--- config.mk ---
export PLATFORM = sky130hd
export DESIGN_NAME = window_gen_kxk
export DESIGN_NICKNAME = d
export VERILOG_FILES = /design/src/rtl/window_gen_kxk.sv
export SDC_FILE = /design/constraint.sdc
export NUM_CORES = 1
export LEC_CHECK = 0
export CAP_MARGIN = 30
export CORE_UTILIZATION = 60
export CTS_CLUSTER_DIAMETER = 150
export DETAILED_ROUTE_END_ITERATION = 12
export PLACE_DENSITY_LB_ADDON = 0.12
export SETUP_SLACK_MARGIN = 0.1
export SYNTH_ARGS = -nofsm -noshare
export SYNTH_HDL_FRONTEND = slang
export SYNTH_SLANG_ARGS = --single-unit
--- constraint.sdc ---
create_clock -name clk -period 7.1 [get_ports clk]
set_input_delay 1.065 -clock clk [delete_from_list [all_inputs] [get_ports clk]]
set_output_delay 1.065 -clock clk [all_outputs]
set_load 0.005 [all_outputs]
--- src/rtl/window_gen_kxk.sv ---
// rtl/window_gen_kxk.sv - streaming KxK sliding-window generator with runtime size, stride 1/2 and backpressure
module window_gen_kxk #(
  parameter int DATA_W     = 8,
  parameter int K          = 3,
  parameter int MAX_WIDTH  = 64,
  parameter int MAX_HEIGHT = 64,
  localparam int CW = $clog2(MAX_WIDTH + 1),
  localparam int RW = $clog2(MAX_HEIGHT + 1)
) (
  input  logic                  clk,
  input  logic                  rst,
  input  logic [CW-1:0]         cfg_width,
  input  logic [RW-1:0]         cfg_height,
  input  logic                  cfg_stride,
  input  logic [DATA_W-1:0]     in_data,
  input  logic                  in_valid,
  output logic                  in_ready,
  output logic [K*K*DATA_W-1:0] win_data,
  output logic [RW-1:0]         win_row,
  output logic [CW-1:0]         win_col,
  output logic                  win_last,
  output logic                  out_valid,
  input  logic                  out_ready,
  output logic                  frame_done,
  output logic                  cfg_err
);
  localparam int AW = (MAX_WIDTH > 1) ? $clog2(MAX_WIDTH) : 1;

  logic [RW-1:0] row, height_r, h_clamp, eff_height, last_row;
  logic [CW-1:0] col, width_r, w_clamp, eff_width, last_col;
  logic          row_ph, col_ph, stride_r, eff_stride, w_err, h_err;
  logic          first, accept, emit, end_col, end_row;
  logic [AW-1:0] col_idx;

  // cur_col: the column of K pixels ending at the incoming pixel, row r at [r*DATA_W]
  logic [K*DATA_W-1:0]       cur_col;
  logic [(K-1)*K*DATA_W-1:0] hist;
  logic [K*K*DATA_W-1:0]     cols;
  logic [K*K*DATA_W-1:0]     win_next;

  assign in_ready = !out_valid || out_ready;
  assign accept   = in_valid && in_ready;
  assign first    = (row == '0) && (col == '0);
  assign col_idx  = col[AW-1:0];

  always_comb begin
    w_clamp = cfg_width;
    w_err   = 1'b0;
    h_clamp = cfg_height;
    h_err   = 1'b0;
    if (cfg_width < CW'(K)) begin
      w_clamp = CW'(K);
      w_err   = 1'b1;
    end else if (cfg_width > CW'(MAX_WIDTH)) begin
      w_clamp = CW'(MAX_WIDTH);
      w_err   = 1'b1;
    end
    if (cfg_height < RW'(K)) begin
      h_clamp = RW'(K);
      h_err   = 1'b1;
    end else if (cfg_height > RW'(MAX_HEIGHT)) begin
      h_clamp = RW'(MAX_HEIGHT);
      h_err   = 1'b1;
    end
  end

  // The first pixel of a frame uses the live config; later pixels use the captured one
  assign eff_width  = first ? w_clamp : width_r;
  assign eff_height = first ? h_clamp : height_r;
  assign eff_stride = first ? cfg_stride : stride_r;

  // Pixel that completes the final window: last stride-aligned origin plus K-1
  assign last_row = eff_stride ? (((eff_height - RW'(K)) & {{(RW-1){1'b1}}, 1'b0}) + RW'(K-1))
                               : (eff_height - RW'(1));
  assign last_col = eff_stride ? (((eff_width - CW'(K)) & {{(CW-1){1'b1}}, 1'b0}) + CW'(K-1))
                               : (eff_width - CW'(1));

  assign end_col = (col == eff_width - CW'(1));
  assign end_row = (row == eff_height - RW'(1));
  assign emit    = (row >= RW'(K-1)) && (col >= CW'(K-1)) &&
                   (!eff_stride || (!row_ph && !col_ph));

  // Line buffer r holds image row (current_row - K + 1 + r) for columns not yet overwritten
  for (genvar r = 0; r < K-1; r++) begin : g_line
    logic [DATA_W-1:0] mem [MAX_WIDTH];
    always_ff @(posedge clk) begin
      if (accept) mem[col_idx] <= cur_col[(r+1)*DATA_W +: DATA_W];
    end
    assign cur_col[r*DATA_W +: DATA_W] = mem[col_idx];
  end
  assign cur_col[(K-1)*DATA_W +: DATA_W] = in_data;

  assign cols = {cur_col, hist};

  always_comb begin
    win_next = '0;
    for (int r = 0; r < K; r++)
      for (int c = 0; c < K; c++)
        win_next[(r*K+c)*DATA_W +: DATA_W] = cols[(c*K+r)*DATA_W +: DATA_W];
  end

  always_ff @(posedge clk) begin
    if (accept) hist <= cols[K*K*DATA_W-1:K*DATA_W];
  end

  always_ff @(posedge clk) begin
    if (rst) begin
      row        <= '0;
      col        <= '0;
      row_ph     <= 1'b0;
      col_ph     <= 1'b0;
      width_r    <= '0;
      height_r   <= '0;
      stride_r   <= 1'b0;
      cfg_err    <= 1'b0;
      out_valid  <= 1'b0;
      win_data   <= '0;
      win_row    <= '0;
      win_col    <= '0;
      win_last   <= 1'b0;
      frame_done <= 1'b0;
    end else begin
      frame_done <= 1'b0;
      if (out_valid && out_ready) out_valid <= 1'b0;
      if (accept) begin
        if (first) begin
          width_r  <= w_clamp;
          height_r <= h_clamp;
          stride_r <= cfg_stride;
          cfg_err  <= w_err || h_err;
        end
        if (emit) begin
          out_valid <= 1'b1;
          win_data  <= win_next;
          win_row   <= row - RW'(K-1);
          win_col   <= col - CW'(K-1);
          win_last  <= (row == last_row) && (col == last_col);
        end
        // Phase 0 is pinned to index K-1, the first possible window origin + K-1
        if (end_col) begin
          col    <= '0;
          col_ph <= 1'b0;
          if (end_row) begin
            row        <= '0;
            row_ph     <= 1'b0;
            frame_done <= 1'b1;
          end else begin
            row    <= row + RW'(1);
            row_ph <= (row == RW'(K-2)) ? 1'b0 : ~row_ph;
          end
        end else begin
          col    <= col + CW'(1);
          col_ph <= (col == CW'(K-2)) ? 1'b0 : ~col_ph;
        end
      end
    end
  end
endmodule

==> results of run 1 <==
worst reg2reg max path: cells and delay by family (launching register included):
kind / cells / cell delay [ns]
flip-flops: 1 / 0.43
XOR/XNOR: 1 / 0.19
multiplexers: 1 / 0.62
adder cells (fa/ha/maj): 2 / 0.59
buffers and inverters: 1 / 0.22
AO/OA/AOI/OAI: 2 / 0.75
AND/OR/NAND/NOR: 9 / 2.70
synthesized netlist by cell type (12+ instances only):
| cell type | count |
|---|---|
| mux4_2 | 336 |
| clkbuf_1 | 87 |
| nand3_1 | 12 |
| nand4_1 | 13 |
| nor2_1 | 115 |
| inv_1 | 21 |
| dfxtp_1 | 127 |
| buf_1 | 31 |
| a21oi_1 | 114 |
| ha_1 | 21 |
| nand2_1 | 210 |
| xor2_1 | 25 |
| edfxtp_1 | 1072 |
| mux2i_1 | 22 |
| a211oi_1 | 12 |
| xnor2_1 | 31 |
| nor3_1 | 22 |
stage by stage:
step                      cells  area (sq um)  power (mW)
after global routing       3735         53500        15.2
after global placement     3508         49500        8.88
after floorplan            2392         46900        8.57
after detailed placement   3519         49800        8.93
final                      3735         53500        14.8
after CTS                  3735         53500        14.9
layer usage:
metal / global-route usage / vias up
met1: 0.385 / 12400
met3: 0.0504 / 182
met2: 0.442 / 997
li1: - / 10100
met5: 0 / -
met4: 0.0839 / 0
cells in the final DEF, fill, tap and decap left out, types with 5 or more instances in the layout:
| cell | n |
|---|---|
| dfxtp_1 | 123 |
| clkinv_2 | 25 |
| nand4_1 | 13 |
| a211oi_1 | 12 |
| o21ai_0 | 11 |
| clkbuf_8 | 6 |
| clkdlybuf4s50_1 | 108 |
| xnor2_1 | 31 |
| clkbuf_16 | 119 |
| nor2_1 | 113 |
| nand2_1 | 210 |
| edfxtp_1 | 1072 |
| nor4_1 | 5 |
| inv_1 | 20 |
| a21oi_1 | 114 |
| or3_1 | 9 |
| clkbuf_1 | 21 |
| nor3_1 | 22 |
| clkinv_1 | 24 |
| nand3_1 | 12 |
| clkinvlp_4 | 5 |
| mux2i_1 | 22 |
| mux4_2 | 336 |
| buf_2 | 8 |
| nor2b_1 | 10 |
| buf_16 | 5 |
| buf_12 | 9 |
| bufinv_16 | 8 |
| buf_4 | 90 |
| ha_1 | 21 |
| xor2_1 | 25 |
registers in the layout, summed over array words and instances (netlist names), 7 cells and up, named ones only:
name        count
height_r        7
col             7
g_line.mem   1024
hist           48
width_r         7
win_col         7
win_row         7
win_data       72
row             7
power groups by stage:
stage          Combinational (mW)  Sequential, mW  Clock [mW]
6_report                    0.938            7.84        5.98
4_1_cts                     0.944            7.84        6.08
5_1_grt                      1.00            7.84        6.34
3_5_place_dp                0.940            7.99           0
2_1_floorplan               0.603            7.97           0
3_3_place_gp                0.877            8.00           0
final cells by class:
type / instances / share of cell area
clock buffer: 146 / 0.0587
clock inverter: 70 / 0.0112
inverter: 21 / 0.00147
multi-input combinational: 1038 / 0.215
sequential: 1199 / 0.649
tap: 1040 / 0.0243
timing repair buffer: 221 / 0.0398
kinds of logic after synthesis:
| kind of cell | share of synthesized area |
|---|---|
| adders and majority gates | 0.00582 |
| muxes | 0.167 |
| xor gates and xnor gates | 0.0112 |
| DFF | 0.741 |
| and+or+nand+nor | 0.0403 |
| AOI/OAI and AO/OA | 0.0211 |
| buffers and inverters | 0.0139 |
worst min-delay path by stage:
stage	cells after the start	from	endpoint
2_1_floorplan	0	hist[24]$_DFFE_PP_	hist[0]$_DFFE_PP_
4_1_cts	0	hist[30]$_DFFE_PP_	hist[6]$_DFFE_PP_
6_report	0	hist[30]$_DFFE_PP_	hist[6]$_DFFE_PP_
3_3_place_gp	0	hist[40]$_DFFE_PP_	hist[16]$_DFFE_PP_
3_5_place_dp	0	hist[30]$_DFFE_PP_	hist[6]$_DFFE_PP_
5_1_grt	0	hist[30]$_DFFE_PP_	hist[6]$_DFFE_PP_
==> flow_summary.toml, run 1 <==
[critical_path]
crit_required_ns = 7.69
rrSetupSlack_ns = 1.53
worst_setup_path_start_kind = "flip-flop"
crit_end = "row[6]$_SDFFE_PP0P_"
r2r_start = "col[1]$_SDFFE_PP0P_"
worstSetupPathType = "flip-flop to flip-flop"
arrival_ns = 6.15
crit_start = "col[1]$_SDFFE_PP0P_"
path_buf_inv = 1
endpoint_kind = "flip-flop"
critical_path_depth = 16
crit_slowest_cell = "and4_1"
r2r_cells = 16
slowest_delay_ns = 0.63
r2r-end = "row[6]$_SDFFE_PP0P_"
cp_top_family = "simple AND/OR/NAND/NOR gates"
crit_chain = "inv_1 -> ha_1 -> nor4bb_2 -> and4_1 -> mux2i_1 -> ha_1 -> or3b_2 -> o211a_1 -> a2111oi_1 -> nor3_1 -> nor3_1 -> nand4_1 -> nor2_4 -> nand3_1 -> xnor2_1 -> nor2b_1"
cp_max_fo = 13

[die]
dieHeight_microns = 282
die_x_microns = 282
core.rowCount = 102
core_area_sq_um = 77300
start_util = 0.606
die_area_sq_um = 79300
ios = 118

[clocking]
post-cts-setup-buffers = 0
cts_buffers = 117
clk_pin_slew_worst_paths_ns = 0.07
clock-root-buffer = "clkbuf_16"
cts_resized = 0
htreeDepth = 3
cts_tree = "built"
cts.sinks = 1199
cts_max_path_buffers = 3
post_cts_hold_buffer_count = 0
clk-insertion-delay-late_ns = 0.69

[synth]
postSynth.asyncResetShare = 0
syn_area_sq_um = 46900
synth_seq_area_share = 0.741
synth_area_leader_cell = "edfxtp_1"
synth_top_area_frac = 0.686
synth_nets = 2440
synth_edf_count = 1072
avgSynthCellArea_sq_um = 19.6
synth-seq-cells = 1199
yosysUniqueCellTypes = 69
yosys-top-cells-area = "edfxtp_1, mux4_2, dfxtp_1, nand2_1, a21oi_1"
ys.flop_type = "edfxtp_1"
yosys_warnings = 0
synth_cells = 2392

[power]
powerDensity_nw_per_um2 = 276
vdd_drop_max_uv = 209
p_leak_nw = 16.7
power.switching_mw = 3.16
pwr-share-comb = 0.064
p_int_mw = 11.6
switching_share = 0.214
p_seq_frac = 0.531
power_frac_clock = 0.405

[finish]
n_antenna_cell = 0
utilization = 0.692
seq_area_sq_um = 34700
drive_gt1_frac = 0.242
nFillCells = 4861
finalNetCount = 2646
multi_input_area_sq_um = 11500
syn_to_final_growth_pct = 14.1

[timing]
fin_skew_ns = 0.0392
whs_ns = 0.447
finalSetupTns_ns = 0
finalCritPeriodShare = 0.784
slew_violations = 0
fmax_mhz = 180
hold_viol = 0
worst_pin_slew_ns = 0.862
setup_violations = 0
rsz0062_at_grt = "false"
relSlewSlack = 0.425
setup_ws_ns = 1.53
min_period_ns = 5.57

[flow_run]
drv_cap = 0

[routing]
vias_per_cell = 6.32
drtAntennaViolNets = 0
wl_mm = 105
dr_wl_met3_mm = 8.12
wl_per_cell_microns = 28.1
vias = 23600
highest_layer = "met4"
drc = 0
dr.first_iter.drc_count = 2367
met1_length_mm = 42.1
dr.pass1.iters = 7
routed-wl-met2_mm = 52.0

[placement]
port_buffers = 117
gp_congestion = 0.868
dp_hpwl_mm = 62.4
pre_cts_slack_ns = 1.53

[grt]
antenna_found_initial = 0
grt_pass1_vias = 23700
grt_overflow = 0
grt_use_total = 0.273
grt_max_degree = 86
grt_pass1_wl_mm = 155

[run_status]
status = "finished clean"

[hold_path]
hp-class = "flip-flop to flip-flop"
Power figures use the tool's default switching activity.
==> run 2: changes to the inputs <==
CORE_UTILIZATION = 55   (was 60)
clock period = 4.6 ns   (was 7.1 ns; I/O delays follow)
==> flow_summary.toml, run 2 (synthesis gave the netlist of run 1 again) <==
[critical_path]
slowest_delay_ns = 0.44
critical_path_depth = 18
crit_slowest_cell = "or3b_2"
r2r_start = "row[0]$_SDFFE_PP0P_"
crit_required_ns = 5.22
cp_top_family = "simple AND/OR/NAND/NOR gates"
rrSetupSlack_ns = 0.30
endpoint_kind = "flip-flop"
worst_setup_path_start_kind = "flip-flop"
arrival_ns = 4.92
worstSetupPathType = "flip-flop to flip-flop"
r2r_cells = 18
crit_start = "row[0]$_SDFFE_PP0P_"
crit_end = "row[3]$_SDFFE_PP0P_"
path_buf_inv = 3
r2r-end = "row[3]$_SDFFE_PP0P_"
cp_max_fo = 8
crit_chain = "inv_1 -> ha_1 -> nor4bb_4 -> and4_4 -> mux2i_2 -> ha_1 -> or3b_2 -> o211a_1 -> a2111oi_2 -> buf_4 -> nor3_1 -> nor3_2 -> nand4_1 -> nor2_4 -> buf_4 -> nand3_2 -> xor2_1 -> nor2_1"

[clocking]
clock-root-buffer = "clkbuf_16"
clk_pin_slew_worst_paths_ns = 0.06
cts.sinks = 1199
htreeDepth = 3
post_cts_hold_buffer_count = 0
cts_max_path_buffers = 3
clk-insertion-delay-late_ns = 0.70
cts_buffers = 117
cts_tree = "built"

[power]
powerDensity_nw_per_um2 = 427
p_leak_nw = 17.0
vdd_drop_max_uv = 347

[finish]
final_common_cell = "edfxtp_1"
regMostFlops = "g_line.mem"
stdcell_area_sq_um = 54200
utilization = 0.645
nFillCells = 5644
finalNetCount = 2690
final_cell_mix = "edfxtp_1, mux4_2, nand2_1, buf_4, dfxtp_1"
syn_to_final_growth_pct = 15.5
reg.largest.list = "g_line.mem (1024), win_data (72), hist (48)"
drive_gt1_frac = 0.259
largest_reg_flops = 1024
fin_cells = 3877

[placement]
gp_congestion = 0.869
port_buffers = 117
dp_hpwl_mm = 65.4
dp.cells = 3656
dpl_cell_area_sq_um = 50300

[die]
die_area_sq_um = 86400
dieHeight_microns = 294
core.rowCount = 106
core_area_sq_um = 84000
die_x_microns = 294
start_util = 0.559
ios = 118

[flow_run]
drv_cap = 0

[grt]
grt_pass1_vias = 24000
grt_pass1_wl_mm = 162
antenna_found_initial = 4
grt_overflow = 0
grt_use_total = 0.262
grt_max_degree = 80

[timing]
whs_ns = 0.448
slew_violations = 0
fmax_mhz = 233
relSlewSlack = 0.330
finalCritPeriodShare = 0.934
worst_pin_slew_ns = 1.00
hold_viol = 0
setup_violations = 0
finalSetupTns_ns = 0
fin_skew_ns = 0.0329
rsz0062_at_grt = "true"
min_period_ns = 4.30

[routing]
drtAntennaViolNets = 0
vias_per_cell = 6.16
dr.pass1.iters = 6
wl_per_cell_microns = 28.5
wl_mm = 111
dr.first_iter.drc_count = 2402
drc = 0
vias = 23900

[hold_path]
hp-class = "flip-flop to flip-flop"

[run_status]
status = "finished clean"
run 2: layout make-up:
| cell class | instances | area (sq um) | share of cell area |
|---|---|---|---|
| clock inverters | 73 | 709 | 0.0131 |
| inverters | 21 | 78.8 | 0.00146 |
| multi-input cells | 1038 | 11600 | 0.214 |
| repair buffers | 265 | 2480 | 0.0459 |
| flip-flops and latches | 1199 | 34700 | 0.642 |
| well taps | 1134 | 1420 | 0.0262 |
| diodes | 2 | 5.00 | 0.0000924 |
| clock buffers | 145 | 3140 | 0.0579 |
run 2: per-layer routing:
metal / global-route usage / vias to the layer above / wire, microns
met1: 0.373 / 12500 / 45100
met3: 0.0383 / 175 / 7840
met2: 0.425 / 986 / 54600
met4: 0.0771 / 0 / 3100
li1: - / 10200 / -
met5: 0 / - / 0
run 2: worst reg2reg max path, delay by kind of cell, from the launching register on:
family                     cells  cell delay (ns)
and+or+nand+nor                9             2.05
xor gates and xnor gates       1             0.14
AOI/OAI and AO/OA              2             0.48
buffers and inverters          3             0.50
adders and majority gates      2             0.42
muxes                          1             0.29
DFF                            1             0.32
run 2: power by group:
group	internal [mW]	total, mW	switching [mW]
logic	0.607	1.51	0.904
registers	12.0	12.1	0.0482
clock network	5.42	9.52	4.10
total	18.1	23.1	5.05
run 2: worst min-delay path by stage:
stage               slack [ns]          startpoint  cells past startpoint                 endpoint
finish                    0.45  hist[33]$_DFFE_PP_                      0        hist[9]$_DFFE_PP_
CTS                       0.42                 rst                      2  win_row[1]$_SDFFE_PP0P_
global route              0.45                 rst                      2  win_row[1]$_SDFFE_PP0P_
floorplan                 0.43  hist[24]$_DFFE_PP_                      0        hist[0]$_DFFE_PP_
global placement          0.43  hist[40]$_DFFE_PP_                      0       hist[16]$_DFFE_PP_
detailed placement        0.43  hist[33]$_DFFE_PP_                      0        hist[9]$_DFFE_PP_
run 2: what timing repair did:
| action | CTS | global route |
|---|---|---|
| setup buffers | 0 | 1 |
| resized for setup | 2 | 6 |
| endpoints found under the setup margin | 6 | 23 |
| pin swaps | 0 | 1 |
run 2: stage by stage:
step / setup slack, ns / power [mW]
CTS: 0.187 / 23.3
finish: 0.304 / 23.1
floorplan: 0.240 / 13.2
global placement: 0.112 / 13.8
global route: 0.0723 / 23.8
detailed placement: 0.0115 / 13.8
==> run 3: changes to the inputs <==
CAP_MARGIN = 25   (was 30)
==> flow_summary.toml, run 3 (synthesis gave the netlist of run 1 again) <==
[run_status]
status = "finished clean"

[timing]
setup_violations = 0
finalCritPeriodShare = 0.922
fin_skew_ns = 0.0309
worst_pin_slew_ns = 0.981
whs_ns = 0.451
fmax_mhz = 236
relSlewSlack = 0.345
rsz0062_at_grt = "false"
slew_violations = 0
min_period_ns = 4.24
hold_viol = 0
finalSetupTns_ns = 0

[grt]
grt_max_degree = 80
antenna_found_initial = 3
grt_use_total = 0.261
grt_pass1_vias = 24000
grt_overflow = 0
grt_pass1_wl_mm = 161

[finish]
regMostFlops = "g_line.mem"
nFillCells = 5655
reg.largest.list = "g_line.mem (1024), win_data (72), hist (48)"
finalNetCount = 2689
final_cell_mix = "edfxtp_1, mux4_2, nand2_1, buf_4, dfxtp_1"
drive_gt1_frac = 0.257
syn_to_final_growth_pct = 15.3
final_common_cell = "edfxtp_1"
largest_reg_flops = 1024

[die]
core_area_sq_um = 84000
ios = 118
dieHeight_microns = 294
core.rowCount = 106
die_x_microns = 294
start_util = 0.559
die_area_sq_um = 86400

[routing]
wl_per_cell_microns = 28.5
met1_length_mm = 45.2
drtAntennaViolNets = 0
dr.pass1.iters = 5
dr_wl_met3_mm = 7.95
drc = 0
wl_mm = 110
routed-wl-met2_mm = 54.2
highest_layer = "met4"
vias_per_cell = 6.15
vias = 23800
dr.first_iter.drc_count = 2618

[clocking]
htreeDepth = 3
post-cts-setup-buffers = 0
clk_pin_slew_worst_paths_ns = 0.06
clock-root-buffer = "clkbuf_16"
post_cts_hold_buffer_count = 0
cts_max_path_buffers = 3
clk-insertion-delay-late_ns = 0.70
cts.sinks = 1199
cts_tree = "built"
cts_buffers = 117

[placement]
gp_congestion = 0.869
dp_hpwl_mm = 65.5
port_buffers = 117

[power]
p_total_mw = 23.1
p_leak_nw = 16.9
vdd_drop_max_uv = 389
powerDensity_nw_per_um2 = 426

[flow_run]
drv_cap = 0

[critical_path]
worst_setup_path_start_kind = "flip-flop"
r2r_cells = 15
worstSetupPathType = "flip-flop to flip-flop"
crit_required_ns = 5.19
arrival_ns = 4.83
endpoint_kind = "flip-flop"
cp_max_fo = 8

[hold_path]
whs_path_depth = 0
hp-class = "flip-flop to flip-flop"
## run 3: cell type report
class	instances	area (sq um)	area share
sequential	1199	34700	0.642
multi-input combinational	1038	11600	0.214
clock buffer	143	3110	0.0575
timing repair buffer	264	2480	0.0458
tap	1134	1420	0.0262
clock inverter	74	703	0.0130
inverter	21	78.8	0.00146
antenna	1	2.50	0.0000463
## run 3: power by group
part / leakage [nW] / internal, mW / total (mW) / switching (mW)
registers: 10.7 / 12.0 / 12.1 / 0.0486
logic: 4.39 / 0.606 / 1.51 / 0.906
clock network: 1.85 / 5.42 / 9.46 / 4.04
## run 3: path summary, 6_finish.rpt
path / startpoint / to / slack (ns)
hold reg to reg: hist[45]$_DFFE_PP_ / hist[21]$_DFFE_PP_ / 0.45
setup / recovery: col[6]$_SDFFE_PP0P_ / row[6]$_SDFFE_PP0P_ / 0.36
setup reg to reg: col[6]$_SDFFE_PP0P_ / row[6]$_SDFFE_PP0P_ / 0.36
hold / removal: hist[45]$_DFFE_PP_ / hist[21]$_DFFE_PP_ / 0.45
## run 3: per-stage QoR
| stage | utilization | std cells | setup WS [ns] | cell area, sq um |
|---|---|---|---|---|
| 2_1_floorplan | - | 2392 | 0.240 | 46900 |
| 3_3_place_gp | 0.597 | 3650 | 0.112 | 50100 |
| 3_5_place_dp | 0.598 | 3655 | 0.0510 | 50200 |
| 4_1_cts | 0.644 | 3872 | 0.135 | 54000 |
| 5_1_grt | 0.644 | 3873 | 0.116 | 54100 |
| 6_report | 0.644 | 3874 | 0.361 | 54100 |
## run 3: timing repair
item                       in CTS  in global routing
pin swaps                       0                  3
setup endpoints to repair       2                 23
cloned                          0                  0
resized for setup               1                  5
## run 3: routing by layer
layer / vias to the layer above / GRT usage
li1: 10100 / -
met1: 12600 / 0.371
met2: 926 / 0.422
met3: 174 / 0.0420
met4: 0 / 0.0753
met5: - / 0
## run 3: worst max-delay path, stage by stage, from the launching register on
cell	delay, ns
dfxtp_1	0.37
nor3_1	0.49
and4_4	0.42
mux2i_2	0.28
ha_1	0.23
or3b_2	0.44
o211a_1	0.14
a2111oi_1	0.36
buf_4	0.18
nor3_1	0.06
nor3_2	0.22
nand4_1	0.22
nor2_4	0.29
nand3_1	0.15
xnor2_1	0.14
nor2b_1	0.13
